$ cat src/rtl/seq_det_scheduler.sv
// seq_det_scheduler
//   Time-shares one 3-bit serial sequence checker among NCH requesting
//   channels. Slots are 3 clocks long and run continuously so the checker
//   (which has no enable) stays frame-aligned. Idle slots carry a filler
//   frame of 3'b000.
//
//   A round-robin arbiter picks a channel in the last cycle (phase 2) of
//   each slot. The granted code word is shifted out MSB-first in the next
//   slot. The checker's error output is sampled on the last bit, and a
//   tagged one-cycle response follows. Saturating per-channel error
//   counters track the sampled errors.
//
// Ports
//   Clock      system clock, rising edge
//   Reset      asynchronous active-low reset, shared with the checker
//   req_valid  per-channel request
//   req_code   per-channel code word, channel i at [3i+2:3i]
//   req_ready  one-hot grant, high only in the phase-2 cycle of a grant
//   det_din    serial bit to the checker
//   det_err    checker error output
//   rsp_valid  one-cycle result strobe
//   rsp_ch     channel tag of the completed frame (held until next result)
//   rsp_err    sampled checker error of that frame (held until next result)
//   clr_cnt    synchronous clear of all error counters
//   err_cnt    per-channel error counters, channel i at [CNT_W*i +: CNT_W]
//   busy       current slot carries a real (non-filler) frame
module seq_det_scheduler #(
    parameter int  NCH   = 4,
    parameter int  CNT_W = 8,
    localparam int CH_W  = $clog2(NCH)
) (
    input  logic                 Clock,
    input  logic                 Reset,
    input  logic [NCH-1:0]       req_valid,
    input  logic [3*NCH-1:0]     req_code,
    output logic [NCH-1:0]       req_ready,
    output logic                 det_din,
    input  logic                 det_err,
    output logic                 rsp_valid,
    output logic [CH_W-1:0]      rsp_ch,
    output logic                 rsp_err,
    input  logic                 clr_cnt,
    output logic [NCH*CNT_W-1:0] err_cnt,
    output logic                 busy
);

    typedef enum logic [1:0] {
        PH0 = 2'd0,
        PH1 = 2'd1,
        PH2 = 2'd2
    } phase_t;

    localparam logic [CH_W:0] NCH_V = (CH_W+1)'(NCH);

    phase_t          phase;
    logic [2:0]      code;
    logic            slot_active;
    logic [CH_W-1:0] tag;
    logic [CH_W-1:0] rr_ptr;
    logic [CNT_W-1:0] cnt [NCH];

    logic [2:0]      codes [NCH];
    logic            grant_found;
    logic [CH_W-1:0] grant;
    logic [CH_W:0]   cand;

    function automatic logic [CNT_W-1:0] sat_inc(input logic [CNT_W-1:0] v);
        return (&v) ? v : v + CNT_W'(1);
    endfunction

    for (genvar i = 0; i < NCH; i++) begin : g_unpack
        assign codes[i]                    = req_code[3*i +: 3];
        assign err_cnt[CNT_W*i +: CNT_W]   = cnt[i];
    end

    // Round-robin search starting one past the last granted channel.
    always_comb begin
        grant_found = 1'b0;
        grant       = '0;
        cand        = '0;
        for (int k = 1; k <= NCH; k++) begin
            cand = {1'b0, rr_ptr} + (CH_W+1)'(k);
            if (cand >= NCH_V) begin
                cand = cand - NCH_V;
            end
            if (!grant_found && req_valid[cand[CH_W-1:0]]) begin
                grant_found = 1'b1;
                grant       = cand[CH_W-1:0];
            end
        end
    end

    always_comb begin
        req_ready = '0;
        if (phase == PH2 && grant_found) begin
            req_ready[grant] = 1'b1;
        end
    end

    // Serial output is a pure register mux, MSB first.
    always_comb begin
        case (phase)
            PH0:     det_din = code[2];
            PH1:     det_din = code[1];
            default: det_din = code[0];
        endcase
    end

    assign busy = slot_active;

    // Slot sequencer: phase counter, frame load, response generation.
    always_ff @(posedge Clock or negedge Reset) begin
        if (!Reset) begin
            phase       <= PH0;
            code        <= 3'b000;
            slot_active <= 1'b0;
            tag         <= '0;
            rr_ptr      <= CH_W'(NCH-1);
            rsp_valid   <= 1'b0;
            rsp_ch      <= '0;
            rsp_err     <= 1'b0;
        end else begin
            rsp_valid <= 1'b0;
            case (phase)
                PH0: phase <= PH1;
                PH1: phase <= PH2;
                default: begin
                    phase <= PH0;
                    // Last bit of the current frame is on det_din now.
                    if (slot_active) begin
                        rsp_valid <= 1'b1;
                        rsp_ch    <= tag;
                        rsp_err   <= det_err;
                    end
                    if (grant_found) begin
                        code        <= codes[grant];
                        slot_active <= 1'b1;
                        tag         <= grant;
                        rr_ptr      <= grant;
                    end else begin
                        code        <= 3'b000;
                        slot_active <= 1'b0;
                    end
                end
            endcase
        end
    end

    // Error counters update on the same edge that launches the response,
    // so the new count is visible together with rsp_valid. Clear wins.
    always_ff @(posedge Clock or negedge Reset) begin
        if (!Reset) begin
            for (int i = 0; i < NCH; i++) begin
                cnt[i] <= '0;
            end
        end else begin
            for (int i = 0; i < NCH; i++) begin
                if (clr_cnt) begin
                    cnt[i] <= '0;
                end else if (phase == PH2 && slot_active && det_err &&
                             tag == CH_W'(i)) begin
                    cnt[i] <= sat_inc(cnt[i]);
                end
            end
        end
    end

endmodule

$ cat config.mk
export PLATFORM = sky130hd
export DESIGN_NAME = seq_det_scheduler
export DESIGN_NICKNAME = d
export VERILOG_FILES = /design/src/rtl/seq_det_scheduler.sv
export SDC_FILE = /design/constraint.sdc
export NUM_CORES = 1
export LEC_CHECK = 0
export ABC_AREA = 1
export CAP_MARGIN = 20
export CORE_MARGIN = 3
export CORE_UTILIZATION = 28
export CTS_CLUSTER_SIZE = 16
export DETAILED_ROUTE_END_ITERATION = 8
export HOLD_SLACK_MARGIN = 0.08
export PLACE_DENSITY = 0.54
export SLEW_MARGIN = 15
export SYNTH_ARGS = -nofsm -noshare
export SYNTH_HDL_FRONTEND = slang
export SYNTH_SLANG_ARGS = --single-unit
export TNS_END_PERCENT = 10
$ cat constraint.sdc
create_clock -name Clock -period 2.65 [get_ports Clock]
set_clock_uncertainty 0.1 [all_clocks]
set_input_delay 0.3975 -clock Clock [delete_from_list [all_inputs] [get_ports Clock]]
set_output_delay 0.3975 -clock Clock [all_outputs]
set_load 0.02 [all_outputs]
==> summary.txt <==
Timing
  • # setup viols final: 0
  • Post-layout min period: about 2.6 ns
  • Final hold viol count: 0
  • Crit share post-route: 98.2%
  • Slew @ Worst Pin: roughly 0.66 ns
  • Slew Limit Fails: 0
  • Fmax: around 380 MHz
  • PnR worst setup slack: about 0.05 ns
  • Rel. slew slack: a little under three fifths
  • Unrepaired setup endpoints after global routing: yes

Finish
  • Final nets: around 450
  • Layout cells sized above 1: roughly 17%
  • Final Cell Area: ~0.0036 mm^2
  • Filler cells: 902
  • Antenna cells: 0
  • Area Growth Syn to Fin: 37.0%

Setup path
  • Critical Path RT: around 2.2 ns
  • WP data arrival: ~2.1 ns
  • Launching point of the worst reg2reg path: rr_ptr[0]$_DFFE_PN1P_
  • Crit. End Element: output pin
  • Max incr delay on CP: around 0.63 ns
  • Critical path class: flip-flop to output pin
  • Worst-path cell with the longest stage delay: dfstp_2
  • Startpoint types: flip-flop
  • CP Max Fanout: 8
  • Buf/Inv on CP: 3
  • Critical path, cell by cell: inv_4 -> nand2_1 -> nand3_1 -> nand2_2 -> nor2_4 -> nand3_1 -> nand3_2 -> nor2_4 -> inv_2 -> nor3_2 -> buf_4
  • Worst Setup SP: rr_ptr[0]$_DFFE_PN1P_
  • Top delay family on crit path: simple AND/OR/NAND/NOR gates

Route
  • Final WL: between 6 and 7 mm
  • Iteration count of the initial detailed-routing pass: 4
  • Vias: 2379
  • WL/cell: 11.4 um
  • Iter 0 DRT Violations: roughly 80
  • Vias/cell: 4.42
  • Antenna viol nets, final: 0
  • DRC viols: 0

Yosys
  • Count leader, synth: nand2_1
  • Asr flop ratio synth: 100%
  • Yosys top cell area share: around 42%
  • Synth area leaders: dfrtp_1, nand2_1, inv_1, a21oi_1, nand3_1
  • Yosys top cell by area: dfrtp_1
  • Post-Synthesis Cells: approximately 350
  • Number of synthesized flops with an enable pin: 0
  • Unique cell type count in the Yosys netlist: 33
  • Synth Warn #: 0
  • Register area share after synthesis: around 44%
  • Most instantiated cells after synthesis: nand2_1, dfrtp_1, inv_1
  • Post-Syn Area: approximately 0.0026 mm^2
  • Syn_nets: around 370
  • Syn avg cell area: roughly 7.5 um^2
  • Ys flop type: dfrtp_1
  • FF+latch count, synth: 46

Placed design
  • Place WS: -0.354 ns
  • Final HPWL DP: 4.69 mm
  • Placed Area: ~0.0034 mm^2
  • PortBufs: 61
  • GPL Wtd Cong: around 0.78

Run status
  • Outcome: finished, final reports clean

Die
  • Die Width: between 100 and 150 um
  • Core ar.: 0.00889 mm^2
  • Die Area: around 0.011 mm^2
  • Row count: 34
  • I/O pins: between 60 and 70
  • Initial Util: between 20% and 30%
  • Die height: a little over 100 um

CTS
  • Clk_lat worst skew: around 0.29 ns
  • CTS tree: built
  • Cts hold-fix bufs: 0
  • H-tree levels: 2
  • CTS sink cnt: 46
  • Clk root buf: clkbuf_8
  • Num CTS Buffers: 5
  • Clk buf depth: 2
  • Clock-pin slew on the worst setup and hold paths: about 0.08 ns

Power
  • Comb power frac: around 52%
  • Sw Ratio: 40.5%
  • Cell Pwr Density: 740 mW/mm^2
  • Pleak: about 1.6 nW
  • Sw Pwr: roughly 1.1 mW
  • Max rail drop VDD: a little under 0.8 mV
  • Seq pwr share: 33.0%
  • Share of total power in the clock network: 15.0%
  • Cell-internal power: approximately 1.6 mW

Flow run
  • Max-cap viol count: 0

Global routing
  • Antenna violations before repair: 0
  • Global-route wire length before repair: 10.5 mm
  • Remaining global-route overflow: 0
  • Vias in the first global route: 2278
  • Largest net degree at the start of global routing: between 40 and 50
  • Global Route Usage Sum: between 10% and 20%

Worst hold path
  • Worst hold path type: primary input to asynchronous set/reset pin
[area by class of cell]
cell class	instances	area, um^2	share of cell area, %
multi-input combinational	253	1320	36.9
sequential	46	1150	32.3
timing repair buffer	77	713	20.0
inverter	47	179	5.01
tap	108	135	3.78
clock buffer	7	76.3	2.14
[timing repair]
item,in CTS,in global routing
buffers inserted,0,1
resized for setup,19,20
hold endpoints to repair,0,0
setup endpoints to repair,4,4
pin swaps,0,2
[flip-flops by register name, indices dropped and copies added (netlist names)]
name,flops
tag,2
err_cnt,32
rsp_err,1
busy,1
code,3
rsp_valid,1
phase,2
rsp_ch,2
rr_ptr,2
[placed cells by master, fill, tap and decap left out, types with 2 or more instances in the layout]
cell               n
nor2_4             4
nand3_2            2
a21oi_2            2
ha_1               4
nor3_1            14
clkbuf_1           2
buf_2              2
nand2_4            5
nand2_1          100
nand2_2            9
o31ai_1            2
o21ai_0           21
nor2_2             6
dfstp_2            2
buf_4             19
a21oi_1           22
nor3_4             2
dfrtp_1           44
inv_1             39
nand4_1            2
a211oi_1           2
nand3_1           20
xor2_1             2
clkbuf_8           5
o21a_1             2
nor3_2             4
inv_2              7
clkdlybuf4s50_1   56
nor2_1            22
[final timing paths]
kind                                           endpoint  slack, ns  cells past startpoint
worst max-delay path                       req_ready[0]       0.05                     11
worst min-delay path            err_cnt[26]$_DFFE_PN0P_       0.08                      2
worst max register to register      code[2]$_DFFE_PN0P_       0.55                     15
worst min register to register      code[0]$_DFFE_PN0P_       0.38                      2
max in group asynchronous       err_cnt[18]$_DFFE_PN0P_       1.97                      2
min in group Clock                  code[0]$_DFFE_PN0P_       0.38                      2
[power by group through the flow]
stage                     Sequential (mW)  Clock, mW  Combinational (mW)
after floorplan                     0.906          0               0.739
after global routing                0.888      0.454                1.56
after global placement              0.881          0                1.25
final                               0.873      0.398                1.38
after CTS                           0.871      0.418                1.27
after detailed placement            0.885          0                1.26
[metal layers]
| layer | vias to the layer above | global-route usage (%) | wire length, um |
|---|---|---|---|
| met5 | - | 0 | 0 |
| met1 | 1040 | 16.4 | 2870 |
| met3 | 4 | 3.18 | 351 |
| li1 | 1283 | - | - |
| met2 | 52 | 20.3 | 2840 |
| met4 | 0 | 3.03 | 50 |
[per-stage QoR]
stage / util (%) / hold slack, ns / total power [mW] / TNS [ns] / std cells
3_3_place_gp: 38.8 / 0.366 / 2.14 / -1.18 / 530
2_1_floorplan: - / 0.00191 / 1.64 / 0 / 349
4_1_cts: 39.5 / 0.114 / 2.56 / -0.0658 / 537
6_report: 40.2 / 0.0789 / 2.65 / 0 / 538
3_5_place_dp: 38.8 / 0.367 / 2.15 / -1.26 / 530
5_1_grt: 40.2 / 0.136 / 2.91 / -0.335 / 538
[cells by family (layout without fill, tap and decap cells)]
kind of cell | count (synthesis) | count (layout) | synth area share (%)
compound gates | 54 | 54 | 11.3
flops | 46 | 46 | 44.2
xor+xnor | 3 | 3 | 1.01
simple gates | 192 | 192 | 34.3
buf+inv | 50 | 131 | 7.24
fa+ha+maj | 4 | 4 | 1.92
Note: power is estimated with default switching activity, not from simulation.
